===== config.mk =====
export PLATFORM = sky130hd
export DESIGN_NAME = fp_mul_sign_exp
export DESIGN_NICKNAME = d
export VERILOG_FILES = /design/src/rtl/fp_mul_sign_exp.sv
export SDC_FILE = /design/constraint.sdc
export NUM_CORES = 1
export LEC_CHECK = 0
export CAP_MARGIN = 0
export CORE_UTILIZATION = 44
export DETAILED_ROUTE_END_ITERATION = 8
export HOLD_SLACK_MARGIN = 0.03
export PLACE_DENSITY = 0.76
export SETUP_SLACK_MARGIN = 0.02
export SYNTH_ARGS = -nofsm -noshare
export SYNTH_HDL_FRONTEND = slang
export SYNTH_SLANG_ARGS = --single-unit

===== constraint.sdc =====
create_clock -name clk -period 2.8 [get_ports clk]
set_input_delay 0.7 -clock clk [delete_from_list [all_inputs] [get_ports clk]]
set_output_delay 0.7 -clock clk [all_outputs]
set_load 0.03 [all_outputs]

===== src/rtl/fp_mul_sign_exp.sv =====
// Sign/exponent front end of the IEEE-754 multiplier: two-stage valid/ready
// pipeline producing result sign, unnormalised biased exponent and special class.
module fp_mul_sign_exp #(
  parameter int EXP_W = 8,
  parameter int MAN_W = 23
) (
  input  logic                   clk,
  input  logic                   rst,
  input  logic                   in_valid,
  output logic                   in_ready,
  input  logic [EXP_W+MAN_W:0]   in1,
  input  logic [EXP_W+MAN_W:0]   in2,
  output logic                   out_valid,
  input  logic                   out_ready,
  output logic                   sign,
  output logic [EXP_W+1:0]       exp_raw,
  output logic [1:0]             cls,
  output logic                   ovf,
  output logic                   unf
);

  localparam int W  = 1 + EXP_W + MAN_W;
  localparam int XW = EXP_W + 2;
  localparam logic [XW-1:0] BIAS    = XW'((1 << (EXP_W - 1)) - 1);
  localparam logic [XW-1:0] OVF_LIM = XW'((1 << EXP_W) - 1);

  localparam logic [1:0] CLS_NORM = 2'b00;
  localparam logic [1:0] CLS_ZERO = 2'b01;
  localparam logic [1:0] CLS_INF  = 2'b10;
  localparam logic [1:0] CLS_NAN  = 2'b11;

  // Handshake: a beat transfers on valid && ready at a rising edge. S2 moves
  // when its slot is empty or being drained; S1 moves when empty or S2 moves,
  // so in_ready is combinational from out_ready and the two valid bits.
  logic s1_valid;
  logic s2_adv;
  logic s1_adv;

  assign s2_adv   = !out_valid || out_ready;
  assign s1_adv   = !s1_valid || s2_adv;
  assign in_ready = s1_adv;

  // Operand field decode (denormals flush to zero)
  logic [EXP_W-1:0] e1, e2;
  logic [MAN_W-1:0] m1, m2;
  logic             z1, i1, n1, z2, i2, n2;

  always_comb begin
    e1 = in1[W-2 -: EXP_W];
    e2 = in2[W-2 -: EXP_W];
    m1 = in1[MAN_W-1:0];
    m2 = in2[MAN_W-1:0];
    z1 = (e1 == '0);
    z2 = (e2 == '0);
    i1 = (&e1) && (m1 == '0);
    i2 = (&e2) && (m2 == '0);
    n1 = (&e1) && (m1 != '0);
    n2 = (&e2) && (m2 != '0);
  end

  // Stage 1 registers
  logic             s1_s;
  logic [EXP_W-1:0] s1_e1, s1_e2;
  logic             s1_z1, s1_i1, s1_n1, s1_z2, s1_i2, s1_n2;

  always_ff @(posedge clk) begin
    if (rst) begin
      s1_valid <= 1'b0;
      s1_s     <= 1'b0;
      s1_e1    <= '0;
      s1_e2    <= '0;
      s1_z1    <= 1'b0;
      s1_i1    <= 1'b0;
      s1_n1    <= 1'b0;
      s1_z2    <= 1'b0;
      s1_i2    <= 1'b0;
      s1_n2    <= 1'b0;
    end else if (s1_adv) begin
      s1_valid <= in_valid;
      if (in_valid) begin
        s1_s  <= in1[W-1] ^ in2[W-1];
        s1_e1 <= e1;
        s1_e2 <= e2;
        s1_z1 <= z1;
        s1_i1 <= i1;
        s1_n1 <= n1;
        s1_z2 <= z2;
        s1_i2 <= i2;
        s1_n2 <= n2;
      end
    end
  end

  // Stage 2 next values
  logic [XW-1:0] exp_c;
  logic [1:0]    cls_c;
  logic          sign_c;
  logic          ovf_c;
  logic          unf_c;

  always_comb begin
    exp_c = {2'b00, s1_e1} + {2'b00, s1_e2} - BIAS;
    cls_c = CLS_NORM;
    // inf x zero is invalid and lands in the NaN class
    if (s1_n1 || s1_n2 || (s1_i1 && s1_z2) || (s1_i2 && s1_z1))
      cls_c = CLS_NAN;
    else if (s1_i1 || s1_i2)
      cls_c = CLS_INF;
    else if (s1_z1 || s1_z2)
      cls_c = CLS_ZERO;
    sign_c = (cls_c == CLS_NAN) ? 1'b0 : s1_s;
    ovf_c  = (cls_c == CLS_NORM) && ($signed(exp_c) >= $signed(OVF_LIM));
    unf_c  = (cls_c == CLS_NORM) && (exp_c[XW-1] || (exp_c == '0));
  end

  always_ff @(posedge clk) begin
    if (rst) begin
      out_valid <= 1'b0;
      sign      <= 1'b0;
      exp_raw   <= '0;
      cls       <= CLS_NORM;
      ovf       <= 1'b0;
      unf       <= 1'b0;
    end else if (s2_adv) begin
      out_valid <= s1_valid;
      if (s1_valid) begin
        sign    <= sign_c;
        exp_raw <= exp_c;
        cls     <= cls_c;
        ovf     <= ovf_c;
        unf     <= unf_c;
      end
    end
  end

endmodule


==> results of run 1 <==
-- state kept, by name, indices dropped and copies added (netlist names) --
| signal | flops |
|---|---|
| s1_z2 | 1 |
| s1_e1 | 8 |
| ovf | 1 |
| s1_valid | 1 |
| cls | 2 |
| exp_raw | 10 |
| out_valid | 1 |
| s1_n1 | 1 |
| s1_z1 | 1 |
| s1_i2 | 1 |
| s1_n2 | 1 |
| sign | 1 |
| s1_e2 | 8 |
| s1_i1 | 1 |
| unf | 1 |
| s1_s | 1 |
-- worst max-delay path: cells and delay by family --
kind,cells,cell delay (ns)
AND/OR/NAND/NOR,1,0.13
buffers and inverters,2,1.14
-- kinds of logic (layout without fill, tap and decap cells) --
| logic type | after synthesis | count (layout) |
|---|---|---|
| buffers and inverters | 24 | 109 |
| xor gates and xnor gates | 3 | 3 |
| and+or+nand+nor | 124 | 124 |
| AOI/OAI and AO/OA | 71 | 71 |
| DFF | 40 | 40 |
| adders and majority gates | 16 | 16 |
-- cells in the final DEF, fill, tap and decap left out, drive strengths merged, types with 2 or more instances in the layout --
cell / count
nand4: 7
a22oi: 3
a41oi: 2
or4: 2
nor2: 23
a311oi: 2
o21ai: 7
nand2b: 3
ha: 15
a211oi: 9
buf: 6
clkdlybuf4s50: 84
nor3: 7
a31oi: 2
clkbuf: 5
a21o: 3
nand2: 55
a21oi: 30
nor4: 16
and2: 2
nand3: 4
nor3b: 3
dfxtp: 40
xnor2: 2
inv: 12
o2111a: 2
-- how the worst min path moves through the flow --
| stage | to | slack [ns] | cells after the start |
|---|---|---|---|
| 2_1_floorplan | s1_e1[0] | 0.44 | 2 |
| 3_3_place_gp | sign | 0.44 | 2 |
| 3_5_place_dp | exp_raw[4] | 0.45 | 2 |
| 4_1_cts | exp_raw[4] | 0.46 | 2 |
| 5_1_grt | exp_raw[9] | 0.48 | 2 |
| 6_report | exp_raw[4] | 0.46 | 2 |
-- synth_stat cells (all sizes together) (2+ instances only) --
master,instances
dfxtp,40
a22oi,3
nand2b,3
a311oi,2
nand2,55
o21ai,7
nand3,4
clkbuf,7
o2111a,2
buf,6
nand4,7
xnor2,2
a21o,3
a21oi,30
and2,2
inv,11
a41oi,2
or4,2
a211oi,9
nor3b,3
nor4,16
a31oi,2
nor2,23
nor3,7
ha,15
-- power breakdown --
group / switching, mW / leakage (nW) / internal, mW / total [mW]
logic: 0.171 / 0.845 / 0.181 / 0.351
registers: 0.0160 / 0.328 / 0.598 / 0.614
clock network: 0.219 / 0.0548 / 0.269 / 0.488
total: 0.406 / 1.23 / 1.05 / 1.45
-- per-stage QoR --
stage               setup WS, ns  hold WS, ns  util, %  total power, mW
finish                     0.131        0.455     67.9             1.45
global route              0.0638        0.484     67.9             1.52
CTS                        0.121        0.459     67.9             1.46
detailed placement         0.124        0.447     65.4            0.975
global placement           0.153        0.440     65.4            0.969
floorplan                  0.289        0.436        -            0.809
-- routing by layer --
layer,vias to the layer above,track usage [%],part of all wire (%)
met5,-,0,0
met4,0,6.10,0.75
met3,6,3.73,5.5
met2,83,37.4,48
met1,1022,30.2,46
li1,1177,-,-
-- cell type report --
type	count	area [um2]
Multi-Input combinational cell	214	1300
Clock buffer	5	68.8
Clock inverter	3	46.3
Tap cell	67	83.8
Sequential cell	40	801
Timing Repair Buffer	90	886
Fill cell	436	1530
Inverter	11	41.3
==> summary.txt, run 1 <==
Final layout
  • Final #Nets: 446
  • # diodes: 0
  • Synth-to-layout area growth: 46.6%
  • Post-route insts no fill: 430
  • Post-route cell area: approximately 0.0032 mm2
  • Share of layout cells above drive strength 1: around 5.5%

STA
  • RSZ-0062 raised after global routing: no
  • Tmin final: around 2.7 ns
  • Final Hold Viols: 0
  • Period utilization: a little over nine tenths
  • Worst slew margin: just over 70%
  • Clock Skews: around 0.012 ns
  • Final Setup Violations: 0
  • Actual slew at the worst max-slew pin: between 0.4 and 0.5 ns
  • Total Neg Setup Slack: 0 ns
  • F_max: around 0.37 GHz
  • Max Slew Vio Count: 0

Synthesis
  • Post-synth top area share: between 30% and 40%
  • Yosys Warn Count: 0
  • Xor/xnor cell area share of the yosys netlist: about 1.2%
  • Post-synthesis compound-gate area fraction: 22.2%
  • Top post-synthesis cells by area: dfxtp_1, nand2_1, ha_1, a21oi_1, nor4_1
  • Post-synth EDFFs: 0
  • Synth Cell Area: between 0.002 and 0.0025 mm2
  • Cell variety after synth: 44
  • Multiplexer share of the synthesized area: 0%
  • Adder-cell share of the synthesized area: 9.44%
  • Post-synthesis simple-gate area fraction: roughly a quarter
  • Ys async rst share: 0%
  • Mapped Cells: around 280
  • Post-synthesis register bit count: 40
  • Top_reg_cell synth: dfxtp_1
  • Synth area leader: dfxtp_1
  • Mapped Nets: ~360
  • Sequential area share after synthesis: 36.4%
  • Syn_area_per_cell: 7.92 um2
  • Largest family of logic cells by synthesized area: simple AND/OR/NAND/NOR gates

Worst setup path
  • Reg2reg start: s1_e1[1]
  • Reg2reg path depth: 8
  • CP max-delay cell: clkdlybuf4s50_1
  • WS Path Type: primary input to primary output
  • Crit. Startpoint: out_ready
  • Critical Path End: in_ready
  • R2R setup slack: between 0.15 and 0.2 ns
  • Critical Path Start Type: primary input
  • Crit path DAT: 1.97 ns
  • Reg-to-reg endpoint: unf
  • CP Data Required Time: 2.10 ns
  • Critical path endpoint category: primary output
  • Worst path most repeated cell: clkdlybuf4s50_1
  • Crit path largest cell delay: just under 0.7 ns
  • Max Fanout on Critical Path: 2
  • CP Cell Sequence: clkdlybuf4s50_1 -> nand3b_1 -> clkdlybuf4s50_1

GRT
  • Largest net degree at the start of global routing: 42
  • First-pass GRT wire length: 9470 um
  • Antenna violations before repair: 0
  • Grt total ovfl: 0
  • Vias in the first global route: ~2200
  • Tot GR Track Use: ~23%

Floorplanning
  • Placement Rows: 25
  • Die span in x: between 70 and 80 um
  • Die area: between 0.005 and 0.006 mm2
  • Initial Utilization: 46.3%
  • Height of the die: roughly 73 um
  • Num ports: between 80 and 90
  • Core area: 0.00475 mm2

Detailed routing
  • Iter 0 DRT Violations: roughly 140
  • Vias/cell: 5.32
  • Total Wirelength: approximately 5600 um
  • WL/cell: around 13 um
  • DRC viols: 0
  • Vias: 2288
  • ANT nets after route: 0
  • First-pass DRT Iterations: 4

Clock tree
  • Worst skew pair latency: around 0.30 ns
  • CTS root buffer: clkbuf_8
  • Cts bufs inserted: 5
  • CTS resizes: 0
  • # Post-CTS Setup Buffers: 0
  • Clk sink count: 40
  • CTS tree: done
  • Htree depth: 2
  • CTS Hold Bufs: 0
  • Maximum clock path buffer count: 2
  • Reg clk slew, reported paths: around 0.090 ns

Placed design
  • # port buffers: between 80 and 90
  • Post-place instance area: 0.00311 mm2
  • Placer Congestion: roughly 0.9
  • DP HPWL: between 4000 and 5000 um
  • # placed instances: 422

Power
  • Lkg Pwr: between 1 and 1.5 nW
  • PD cells: ~450 mW/mm2
  • Maximum vdd drop: around 250 uV

Flow run
  • Max Cap Viol: 0

Hold path
  • Min-Delay Path Class: flop to flop
  • Hold wc startpoint: exp_raw[4]

Outcome
  • Outcome: completed
Power figures use the tool's default switching activity.
==> run 2, diff against run 1 <==
--- a/config.mk
+++ b/config.mk
@@ -9,7 +9,7 @@
 export CORE_UTILIZATION = 44
 export DETAILED_ROUTE_END_ITERATION = 8
 export HOLD_SLACK_MARGIN = 0.03
-export PLACE_DENSITY = 0.76
+export PLACE_DENSITY = 0.79
 export SETUP_SLACK_MARGIN = 0.02
 export SYNTH_ARGS = -nofsm -noshare
 export SYNTH_HDL_FRONTEND = slang
==> constraint.sdc (replaced) <==
create_clock -name clk -period 2.7 [get_ports clk]
set_input_delay 0.675 -clock clk [delete_from_list [all_inputs] [get_ports clk]]
set_output_delay 0.675 -clock clk [all_outputs]
set_load 0.03 [all_outputs]
==> run 2 against run 1 <==
Compared with the run above:
- clock skew decreased by 0.0042 ns
- flip-flop and latch count is the same
- sequential power rose by 3.6%
- combinational power grew 5%
- worst hold slack better by 0.0017 ns
- non-clock buffer count shrank 1
- sequential share of layout area increased by 0.18 points
- final cell count down 0.23%
- global-route usage rose by 0.14 points
==> summary.txt, run 2 (same netlist as run 1, synthesis figures left out) <==
Floorplanning
  • Die span in x: ~73 um
  • Num ports: 85
  • Core area: 0.00475 mm2
  • Initial Utilization: between 40% and 50%
  • Height of the die: between 70 and 80 um
  • Placement Rows: 25
  • Die area: 0.00529 mm2

Worst setup path
  • Crit. Startpoint: s1_e1[1]
  • Critical Path Start Type: flop
  • Reg2reg start: s1_e1[1]
  • Max Fanout on Critical Path: 4
  • Reg-to-reg endpoint: unf
  • Crit path DAT: ~2.8 ns
  • Reg2reg path depth: 8
  • R2R setup slack: 0.13 ns
  • WS Path Type: flop to flop
  • CP Data Required Time: a little under 3 ns
  • Critical path endpoint category: flop

GRT
  • Grt total ovfl: 0
  • Tot GR Track Use: a little under a quarter
  • Largest net degree at the start of global routing: 42
  • First-pass GRT wire length: a little over 9000 um
  • Vias in the first global route: 2168
  • Antenna violations before repair: 0

Clock tree
  • CTS root buffer: clkbuf_8
  • Htree depth: 2
  • CTS tree: done
  • Maximum clock path buffer count: 2
  • Worst skew pair latency: ~0.30 ns
  • Reg clk slew, reported paths: approximately 0.08 ns
  • CTS Hold Bufs: 0
  • Clk sink count: 40
  • Cts bufs inserted: 5

STA
  • Actual slew at the worst max-slew pin: approximately 0.44 ns
  • Clock Skews: roughly 0.0075 ns
  • Final Setup Violations: 0
  • Period utilization: a little over nine tenths
  • RSZ-0062 raised after global routing: no
  • Final Hold Viols: 0
  • Worst slew margin: 70.6%
  • Final hold slack: between 0.4 and 0.5 ns
  • Tmin final: roughly 2.6 ns
  • F_max: approximately 0.39 GHz
  • Max Slew Vio Count: 0

Hold path
  • Hold Path End: sign
  • Hold wc startpoint: sign
  • Worst hold stages: 2
  • Min-Delay Path Class: flop to flop

Flow run
  • Max Cap Viol: 0

Final layout
  • Max FFs per register: 10
  • Synth-to-layout area growth: 45.5%
  • Final Core Density: 67.4%
  • Final #Nets: 445
  • Most common cell after layout, fill and taps aside: clkdlybuf4s50_1
  • Commonest cells after routing, fill and taps aside: clkdlybuf4s50_1, nand2_1, dfxtp_1, a21oi_1, nor2_1
  • Reg with most FFs: exp_raw
  • Fill count: roughly 430
  • Largest registers: exp_raw: 10 flops, s1_e1: 8 flops, s1_e2: 8 flops
  • # diodes: 0
  • Share of layout cells above drive strength 1: 6.08%

Power
  • PD cells: 447 mW/mm2
  • Lkg Pwr: 1.22 nW
  • Maximum vdd drop: 303 uV

Placed design
  • Placer Congestion: around 0.85
  • DP HPWL: 4530 um
  • # port buffers: 84

Detailed routing
  • ANT nets after route: 0
  • Iter 0 DRT Violations: 169
  • WL/cell: ~13 um
  • DRC viols: 0
  • Vias/cell: approximately 5.4
  • Vias: 2329
  • Total Wirelength: 5680 um
  • First-pass DRT Iterations: 4

Outcome
  • Outcome: completed
-- run 2: cell count changes in the layout (fill, tap and decap cells not counted) --
cell / before / now
fa_2: 0 / 1
ha_2: 0 / 1
clkbuf_8: 5 / 6
clkinv_2: 0 / 1
clkinvlp_4: 1 / 0
clkdlybuf4s50_1: 84 / 83
ha_1: 15 / 14
bufinv_16: 1 / 0
fa_1: 1 / 0
-- run 2: repair_timing --
action	4_1_cts	5_1_grt
buffers inserted	0	1
endpoints found under the setup margin	1	2
gates resized for setup	1	2
pin swaps	0	2
-- run 2: how the worst max path moves through the flow --
stage | to
floorplan | unf
global placement | unf
detailed placement | ovf
CTS | unf
global route | unf
finish | unf
-- run 2: power breakdown --
| group | switching [mW] | internal [mW] |
|---|---|---|
| clock network | 0.218 | 0.209 |
| registers | 0.0160 | 0.620 |
| logic | 0.180 | 0.188 |
| total | 0.414 | 1.02 |
-- run 2: cell type report --
class,instances,area (um2),share of cell area [%]
multi-input combinational,214,1310,40.7
timing repair buffer,89,876,27.3
sequential,40,801,25.0
tap,67,83.8,2.62
clock buffer,6,82.6,2.58
inverter,11,41.3,1.29
clock inverter,2,13.8,0.430
-- run 2: routing by layer --
layer,vias to the layer above,global-route usage [%],routed length [um]
met5,-,0,0
met4,0,10.7,108
met3,9,6.22,383
met2,105,38.7,2770
met1,1042,26.2,2420
li1,1173,-,-
-- run 2: metrics by stage --
stage / instance area [um2] / setup TNS, ns / instances / total power [mW] / worst slack (ns)
final: 3200 / 0 / 429 / 1.43 / 0.126
after detailed placement: 3090 / -0.0224 / 420 / 1.01 / -0.0224
after global placement: 3090 / 0 / 420 / 1.01 / 0.137
after CTS: 3190 / 0 / 428 / 1.44 / 0.0517
after floorplan: 2200 / 0 / 278 / 0.839 / 0.189
after global routing: 3200 / 0 / 429 / 1.50 / 0.0365
-- run 2: critical path, cell delays in order (launching register included) --
cell and delay (ns):
dfxtp_1 0.32, ha_1 0.30, ha_2 0.21, fa_2 0.39
a211oi_4 0.29, o21ba_2 0.20, nor2_1 0.05, or4_4 0.53
o31ai_2 0.21
==> run 3, diff against run 2 <==
--- a/config.mk
+++ b/config.mk
@@ -5,11 +5,12 @@
 export SDC_FILE = /design/constraint.sdc
 export NUM_CORES = 1
 export LEC_CHECK = 0
+export ABC_AREA = 1
 export CAP_MARGIN = 0
 export CORE_UTILIZATION = 44
 export DETAILED_ROUTE_END_ITERATION = 8
 export HOLD_SLACK_MARGIN = 0.03
-export PLACE_DENSITY = 0.79
+export PLACE_DENSITY = 0.8
 export SETUP_SLACK_MARGIN = 0.02
 export SYNTH_ARGS = -nofsm -noshare
 export SYNTH_HDL_FRONTEND = slang
==> run 3 against run 2 <==
Compared with the run above:
- non-clock buffer count fell by 3
- largest cell class unchanged
- total power grew 2.9%
- flip-flop and latch count stayed put
- final cell count grew 4.7%
- worst hold slack better by 0.019 ns
- combinational power rose by 9.5%
- sequential power increased by 1%
==> summary.txt, run 3 <==
Final layout
  • Share of layout cells above drive strength 1: under 10%
  • Final #Nets: between 400 and 500
  • Final Core Density: around 67%
  • Max FFs per register: 10
  • # diodes: 0
  • Post-route insts no fill: 449
  • Largest registers: exp_raw: 10 flops, s1_e1: 8 flops, s1_e2: 8 flops
  • Most common cell after layout, fill and taps aside: clkdlybuf4s50_1
  • Post-route cell area: between 0.003 and 0.004 mm2
  • Commonest cells after routing, fill and taps aside: clkdlybuf4s50_1, nand2_1, dfxtp_1, inv_1, a21oi_1
  • Synth-to-layout area growth: 45.7%
  • Reg with most FFs: exp_raw

STA
  • Clock Skews: approximately 0.005 ns
  • RSZ-0062 raised after global routing: no
  • Worst Slack Setup Final: slightly below 0.1 ns
  • Period utilization: between 90 and 100%
  • Tmin final: ~2.6 ns
  • Final Setup Violations: 0
  • Worst slew margin: a little under three fifths
  • F_max: about 0.38 GHz
  • Total Neg Setup Slack: 0 ns
  • Max Slew Vio Count: 0
  • Final Hold Viols: 0
  • Actual slew at the worst max-slew pin: 0.639 ns
  • Final hold slack: approximately 0.48 ns

Floorplanning
  • Height of the die: just over 70 um
  • Die span in x: 72.4 um
  • Core area: ~0.0048 mm2
  • Placement Rows: 25
  • Die area: between 0.005 and 0.006 mm2
  • Num ports: 85
  • Initial Utilization: a little under half

Clock tree
  • CTS tree: done
  • Htree depth: 2
  • Cts bufs inserted: 5
  • Reg clk slew, reported paths: about 0.08 ns
  • CTS Hold Bufs: 0
  • CTS resizes: 0
  • Worst skew pair latency: between 0.2 and 0.3 ns
  • Maximum clock path buffer count: 2
  • CTS root buffer: clkbuf_8
  • # Post-CTS Setup Buffers: 0
  • Clk sink count: 40

Hold path
  • Hold wc startpoint: s1_n1
  • Worst hold stages: 2
  • Hold Path End: s1_n1
  • Min-Delay Path Class: flop to flop

Outcome
  • Outcome: completed

Synthesis
  • Ys async rst share: 0%
  • Cell variety after synth: 30
  • Syn_area_per_cell: ~7.3 um2
  • Top_reg_cell synth: dfxtp_1
  • Mapped Nets: ~380
  • Commonest cells post-synth: nand2_1, dfxtp_1, inv_1
  • Mapped Cells: approximately 300
  • Post-synth top area share: a little under two fifths
  • Most frequent cell after synthesis: nand2_1
  • Post-synthesis register bit count: 40
  • Top post-synthesis cells by area: dfxtp_1, nand2_1, ha_1, a21oi_1, o21ai_0
  • Synth Cell Area: between 0.002 and 0.0025 mm2
  • Yosys Warn Count: 0
  • Synth area leader: dfxtp_1
  • Post-synth EDFFs: 0
  • Sequential area share after synthesis: 36.7%

Power
  • Tot Pwr: roughly 1.5 mW
  • Maximum vdd drop: about 300 uV
  • Clock share of power: 28.9%
  • PD cells: roughly 460 mW/mm2
  • Int Pwr: just over 1 mW
  • Net load switching power: approximately 0.44 mW
  • Lkg Pwr: ~1.4 nW
  • Logic pwr share: around 27%
  • Switching share of total power: about 30%
  • Sequential fraction of design power: between 40% and 50%

GRT
  • Vias in the first global route: between 2000 and 2500
  • First-pass GRT wire length: ~8500 um
  • Tot GR Track Use: about a fifth
  • Grt total ovfl: 0
  • Largest net degree at the start of global routing: 28
  • Antenna violations before repair: 0

Worst setup path
  • Delay-heaviest family, CP: buffers and inverters
  • Crit path largest cell delay: between 0.6 and 0.7 ns
  • CP Cell Sequence: clkdlybuf4s50_1 -> inv_1 -> nand3_2 -> clkdlybuf4s50_1
  • Worst path most repeated cell: clkdlybuf4s50_1
  • CP Data Required Time: 2.03 ns
  • Critical Path Start Type: primary input
  • Reg2reg path depth: 12
  • Reg2reg start: s1_e1[1]
  • Reg-to-reg endpoint: unf
  • WS Path Type: primary input to primary output
  • Crit path DAT: 1.93 ns
  • Max Fanout on Critical Path: 3
  • Worst path bufs/invs: 3
  • CP max-delay cell: clkdlybuf4s50_1
  • Critical path endpoint category: primary output
  • R2R setup slack: around 0.42 ns

Flow run
  • Max Cap Viol: 0

Placed design
  • # placed instances: 441
  • Pre-CTS setup slack: between 0.09 and 0.1 ns
  • # port buffers: between 80 and 90
  • Post-place instance area: about 0.003 mm2
  • Placer Congestion: around 0.85
  • DP HPWL: a little over 4000 um

Detailed routing
  • Vias: ~2200
  • DRC viols: 0
  • ANT nets after route: 0
  • Vias/cell: about 5
  • First-pass DRT Iterations: 5
  • WL/cell: about 11 um
  • Iter 0 DRT Violations: just under 60
  • Total Wirelength: about 5100 um
[run 3: cell types whose count changed in the layout (fill, tap and decap cells not counted), sizes merged, moves of 5 or more]
cell,change
inv,+26
o21ai,+19
nand3,+9
a211oi,-8
nor2,+6
nand2,+5
[run 3: area by class of cell]
cell class                 count  area, um2
fill                         435       1580
multi-input combinational    211       1200
timing repair buffer          86        856
sequential                    40        801
inverter                      37        139
tap                           67       83.8
clock buffer                   6       82.6
clock inverter                 2       13.8
[run 3: logic make-up after synthesis]
logic type	share of synthesized area, %
xor+xnor	0.402
fa+ha+maj	9.52
flops	36.7
simple gates	29.4
buf+inv	8.20
compound gates	15.7
[run 3: metal layers]
layer	wire length (um)	vias to the layer above	global-route usage (%)	part of all wire [%]
li1	-	1169	-	-
met3	258	5	5.00	5.1
met4	45	0	5.45	0.88
met5	0	-	0	0
met1	2320	991	25.0	45
met2	2480	72	35.4	49
[run 3: worst max-delay path by stage]
| stage | startpoint | endpoint | slack, ns | cells after the start |
|---|---|---|---|---|
| floorplan | s1_e1[1] | ovf | 0.66 | 14 |
| global placement | out_ready | in_ready | 0.1 | 4 |
| detailed placement | out_ready | in_ready | 0.1 | 4 |
| CTS | out_ready | in_ready | 0.09 | 4 |
| global route | out_ready | in_ready | 0.06 | 4 |
| finish | out_ready | in_ready | 0.1 | 4 |
[run 3: tightest hold or removal path, cell delays in order (launching register included)]
cell and delay, ns:
dfxtp_1 0.31, nand2_1 0.06, a21oi_1 0.06
[run 3: power by group through the flow]
stage                     combinational, mW  clock, mW  sequential [mW]
after floorplan                       0.190          0            0.689
after global placement                0.394          0            0.657
after detailed placement              0.399          0            0.658
after CTS                             0.403      0.432            0.644
after global routing                  0.445      0.465            0.648
final                                 0.403      0.426            0.644
==> RTL edit 1, RTL diff (config.mk and constraints of run 3) <==
Set the parameter `MAN_W` to 19 (it was 23).
--- a/src/rtl/fp_mul_sign_exp.sv
+++ b/src/rtl/fp_mul_sign_exp.sv
@@ -3,5 +3,5 @@
 module fp_mul_sign_exp #(
   parameter int EXP_W = 8,
-  parameter int MAN_W = 23
+  parameter int MAN_W = 19
 ) (
   input  logic                   clk,
Interface: changed (resized in1 and in2); port bits go from 85 to 77. No check against the original RTL was run, so the function may have changed too.
==> RTL edit 1 against run 3 <==
- register-to-register slack improved by 0.03 ns
- power fell by 2.6%
- area after synthesis fell by 3.6%
- cell area fell by 5.4%
- synthesized cell count fell by 1.7%
- worst setup slack got worse by 0.0089 ns
- routed wire length rose by 2.5%
- sequential cell count did not move
- critical path type unchanged
==> RTL edit 1: results (changes against run 3) <==
H-Tree Depth = 2 (unchanged)
reg2reg start = s1_e1[1] (unchanged)
n_diodes = 0 (unchanged)
FF/Latch Area = 801 um^2 (unchanged)
setup_tns = 0 ns (unchanged)
vias in the first global route = 2191 (was 2068)
DRT iter0 DRCs = 111 (was 59)
via/cell ratio = 5.19 (was 4.98)
Non-Filler Instances = 423 (was 449)
peak supply drop = 0.000219 V (was 0.000299 V)
wire length of the first global-routing pass = 9.16 mm (was 8.50 mm)
Hold Path Class = reg -> reg (unchanged)
CTS Buf Count = 5 (unchanged)
outcome = completed (unchanged)
Placer Congestion = 0.843 (was 0.853)
clk_lat worst skew = 0.29 ns (about the same)
fraction of layout cells with a size suffix above 1 = 4.58% (was 8.12%)
Cell Area, Placed = 2920 um^2 (was 3080 um^2)
sequential-to-total area share from yosys stat = 38.1% (was 36.7%)
syn nets = 368 (was 381)
reg2reg path depth = 14 (was 12)
Yosys cell types = 24 (was 30)
Setup Skew = 0.00644 ns (was 0.00504 ns)
PortBufs = 76 (was 84)
largest registers = exp_raw (10), s1_e1 (8), s1_e2 (8) (unchanged)
GRT Total Usage = 22.7% (was 20.4%)
Worst Max-Slew Pin Slew = 0.615 ns (was 0.639 ns)
Data arrival, critical path = 1.94 ns
Worst Path Max Fanout = 3 (unchanged)
top cells by count, synth = nand2_1 (59), dfxtp_1 (40), inv_1 (34), a21oi_1 (29), nor2_1 (26) (was nand2_1 (53), dfxtp_1 (40), inv_1 (33), a21oi_1 (29), nor2_1 (27))
pin count of the biggest net entering global routing = 27 (was 28)
cell count of the worst hold path = 2 (unchanged)
CP max stage delay = 0.68 ns
routed wire length = 5.23 mm (was 5.10 mm)
Clk pin slew, worst setup/hold paths = 0.07 ns
top cells by area, synth = dfxtp_1 (38%), nand2_1 (11%), ha_1 (8.9%), a21oi_1 (6.9%), inv_1 (6.1%) (was dfxtp_1 (37%), nand2_1 (9.1%), ha_1 (8.6%), a21oi_1 (6.7%), o21ai_0 (5.7%))
NumNets Final = 446 (was 465)
CTS-repair resized insts = 0 (unchanged)
clock root buffer = clkbuf_8 (unchanged)
asr flop ratio synth = 0% (unchanged)
CTS max path bufs = 2 (unchanged)
Fillers = 389 (was 435)
Ys Warns = 0 (unchanged)
Pre-Repair DR Iteration Count = 6 (was 5)
syn_area_per_cell = 7.20 um^2 (was 7.34 um^2)
slowest CP cell = clkdlybuf4s50_1 (unchanged)
static leakage = 1.29 nW (was 1.36 nW)
Setup Buffers After CTS = 0 (unchanged)
DP HPWL = 4.13 mm (about the same)
RTL edit 1: changes by cell type after synthesis, sizes merged, moves of 2 or more:
cell / run 3 / this run
nor4: 16 / 13
nor3: 3 / 5
inv: 37 / 35
nor2: 29 / 26
nand4: 6 / 4
nand3: 13 / 18
RTL edit 1: worst reg2reg max path: stages (launching register included):
cell	delay [ns]
dfxtp_1	0.32
ha_1	0.29
ha_1	0.23
fa_1	0.40
nand2_1	0.08
nand2_1	0.10
nand3_2	0.09
nand2_1	0.05
nand2_1	0.11
nand2_1	0.09
inv_1	0.06
nand3_1	0.07
nand2_1	0.08
nand3_1	0.10
a21oi_2	0.14
RTL edit 1: path summary, 6_finish.rpt:
kind	to	slack (ns)
worst max-delay path	in_ready	0.09
worst min-delay path	s1_n1	0.47
worst min register to register	s1_n1	0.47
worst max register to register	ovf	0.45
RTL edit 1: where the power goes:
part / leakage [nW] / internal [mW] / switching, mW
registers: 0.330 / 0.626 / 0.0186
logic: 0.920 / 0.181 / 0.198
clock network: 0.0455 / 0.208 / 0.201
RTL edit 1: kinds of logic after synthesis:
| family | share of synthesized area (%) |
|---|---|
| fa+ha+maj | 9.88 |
| compound gates | 15.4 |
| simple gates | 27.5 |
| flops | 38.1 |
| buf+inv | 8.27 |
| xor+xnor | 0.833 |
RTL edit 1: area by class of cell:
type / instances / share of cell area (%)
timing repair buffer: 80 / 26.3
multi-input combinational: 208 / 37.5
sequential: 40 / 26.6
clock buffer: 8 / 3.00
tap: 52 / 2.16
inverter: 35 / 4.37
RTL edit 1: routing by layer:
metal	track usage, %	wire length [um]	vias to the layer above
met4	7.11	62	0
met3	4.13	191	7
li1	-	-	1135
met5	0	0	-
met2	42.7	2670	43
met1	25.8	2310	1010
RTL edit 1: through the flow:
stage          total power [mW]  setup slack (ns)  hold WS (ns)
3_5_place_dp               1.03            0.0877         0.456
5_1_grt                    1.51            0.0333         0.479
2_1_floorplan             0.860             0.710         0.433
3_3_place_gp               1.03             0.102         0.450
6_report                   1.43            0.0886         0.470
4_1_cts                    1.44            0.0796         0.467
==> RTL edit 2, RTL diff (config.mk and constraints of run 3) <==
Without the edit above. Make the reset (`rst`) asynchronous in 2 clocked blocks.
--- a/src/rtl/fp_mul_sign_exp.sv
+++ b/src/rtl/fp_mul_sign_exp.sv
@@ -64,5 +64,5 @@
   logic             s1_z1, s1_i1, s1_n1, s1_z2, s1_i2, s1_n2;
 
-  always_ff @(posedge clk) begin
+  always_ff @(posedge clk or posedge rst) begin
     if (rst) begin
       s1_valid <= 1'b0;
@@ -114,5 +114,5 @@
   end
 
-  always_ff @(posedge clk) begin
+  always_ff @(posedge clk or posedge rst) begin
     if (rst) begin
       out_valid <= 1'b0;
Formal check against the unedited RTL: differs if rst is asserted again (counterexample within 4 cycles, from zero or initial values and one cycle with rst high); with rst held inactive, the same outputs for 10 cycles.
==> RTL edit 2 against run 3 <==
- critical path depth did not move
- register-to-register slack gained 0.12 ns
- routed wire length increased by 2.1%
- global-route usage is 0.065 points higher
- worst setup slack improved by 0.36 ns
- cell area grew 5.2%
- area after synthesis is 6.7% higher
- sequential share of layout area increased by 4.8 points
- sequential cell count unchanged
- maximum frequency is 16% higher
- cell count grew 1.8%
- synthesized cell count rose by 0.67%
- critical path type unchanged
Power is not compared: it rests on default switching activity, and its combinational part moved more than twofold at a synthesized area within 25%.
==> RTL edit 2: results (changes against run 3) <==
Avg WL per Cell = 11.4 um (about the same)
Setup Skew = 0.00578 ns (was 0.00504 ns)
GRT Total Usage = 20.4% (about the same)
DRT iter0 DRCs = 88 (was 59)
initial antenna violation count = 0 (unchanged)
Int Pwr = 1.42 mW
top cells by count, synth = nand2_1 (72), inv_1 (44), dfrtp_1 (40), o21ai_0 (30), nor2_1 (20) (was nand2_1 (53), dfxtp_1 (40), inv_1 (33), a21oi_1 (29), nor2_1 (27))
met3 usage = 4.82% (was 5.00%)
CTS Buf Count = 5 (unchanged)
Placer Congestion = 0.826 (was 0.853)
H-Tree Depth = 2 (unchanged)
met3 WL = 256 um (was 258 um)
complex-gate fraction of the synthesized area = 8.98% (was 15.7%)
Fillers = 439 (was 435)
fraction of layout cells with a size suffix above 1 = 6.72% (was 8.12%)
via/cell ratio = 4.89 (was 4.98)
static leakage = 1.59 nW
met2 wire length = 2.63 mm (was 2.48 mm)
vias in the first global route = 2185 (was 2068)
wire length of the first global-routing pass = 8.71 mm (was 8.50 mm)
Synth Area in Adders = 8.92% (was 9.52%)
pin count of the biggest net entering global routing = 41 (was 28)
ys flop type = dfrtp_1 (was dfxtp_1)
Data arrival, critical path = 1.57 ns (was 1.93 ns)
clock root buffer = clkbuf_8 (unchanged)
DP HPWL = 4.28 mm (was 4.13 mm)
sequential-to-total area share from yosys stat = 43.0% (was 36.7%)
Pre-Repair DR Iteration Count = 4 (was 5)
Yosys cell types = 25 (was 30)
syn nets = 383 (was 381)
asr flop ratio synth = 100% (was 0%)
mux contribution to synthesized area = 0% (unchanged)
top cells by area, synth = dfrtp_1 (43%), nand2_1 (12%), ha_1 (8.1%), inv_1 (7.1%), o21ai_0 (6.5%) (was dfxtp_1 (37%), nand2_1 (9.1%), ha_1 (8.6%), a21oi_1 (6.7%), o21ai_0 (5.7%))
outcome = completed (unchanged)
CTS max path bufs = 2 (unchanged)
Worst Max-Slew Pin Slew = 0.489 ns (was 0.639 ns)
NumNets Final = 470 (was 465)
met2 Track Usage GR = 37.7% (was 35.4%)
met1 WL = 2.23 mm (was 2.32 mm)
sequential power = 0.812 mW
Crit path max-delay family = buffers and inverters (unchanged)
met1 Usage GRT = 23.1% (was 25.0%)
Worst Path Max Fanout = 3 (unchanged)
CTS-repair resized insts = 0 (unchanged)
CP max stage delay = 0.46 ns (was 0.67 ns)
Ys Warns = 0 (unchanged)
peak supply drop = 0.000319 V
clk pwr = 0.422 mW
xor/xnor share of the synthesized area = 0.376% (was 0.402%)
## RTL edit 2: cell types whose count changed after synthesis, sizes merged, moves of 4 or more
cell | run 3 | this run
o211ai | 4 | 0
a21oi | 31 | 5
dfrtp | 0 | 40
inv | 37 | 46
o21ai | 26 | 31
nand2 | 60 | 82
nand3 | 13 | 20
dfxtp | 40 | 0
nor2 | 29 | 21
## RTL edit 2: path summary, 6_finish.rpt
path,start,endpoint,slack [ns],cells after the start
hold / removal,exp_raw[5],exp_raw[5],0.48,2
setup reg to reg,s1_e1[1],unf,0.54,12
hold reg to reg,exp_raw[5],exp_raw[5],0.48,2
setup / recovery,out_ready,in_ready,0.46,4
min in group asynchronous,rst,s1_n1,0.79,3
max in group asynchronous,rst,s1_e2[4],1.56,3
## RTL edit 2: cell type report
type | count | share of cell area [%]
multi-input cells | 206 | 33.4
flip-flops and latches | 40 | 30.0
repair buffers | 87 | 25.9
inverters | 46 | 5.17
well taps | 70 | 2.62
clock buffers | 6 | 2.47
clock inverters | 2 | 0.449
## RTL edit 2: worst reg2reg max path, stage by stage, from the launching register on
cell and delay [ns]:
dfrtp_1 0.39, ha_1 0.31, ha_1 0.25, fa_1 0.45, nor2_1 0.15, nor2_2 0.06
nor2_1 0.09, nand3_1 0.08, nor2_1 0.09, nand3_1 0.07, nand2_1 0.06, nand3_1 0.06
nand2_1 0.07
## RTL edit 2: metrics by stage
stage / instance area (um^2) / total power [mW] / instances / utilization (%) / worst slack [ns]
finish: 3340 / 2.32 / 457 / 65.4 / 0.459
global route: 3340 / 2.50 / 457 / 65.4 / 0.337
CTS: 3340 / 2.34 / 457 / 65.4 / 0.0692
detailed placement: 3240 / 1.92 / 449 / 63.4 / 0.0698
global placement: 3240 / 1.89 / 449 / 63.4 / 0.0851
floorplan: 2330 / 1.52 / 299 / - / 0.715
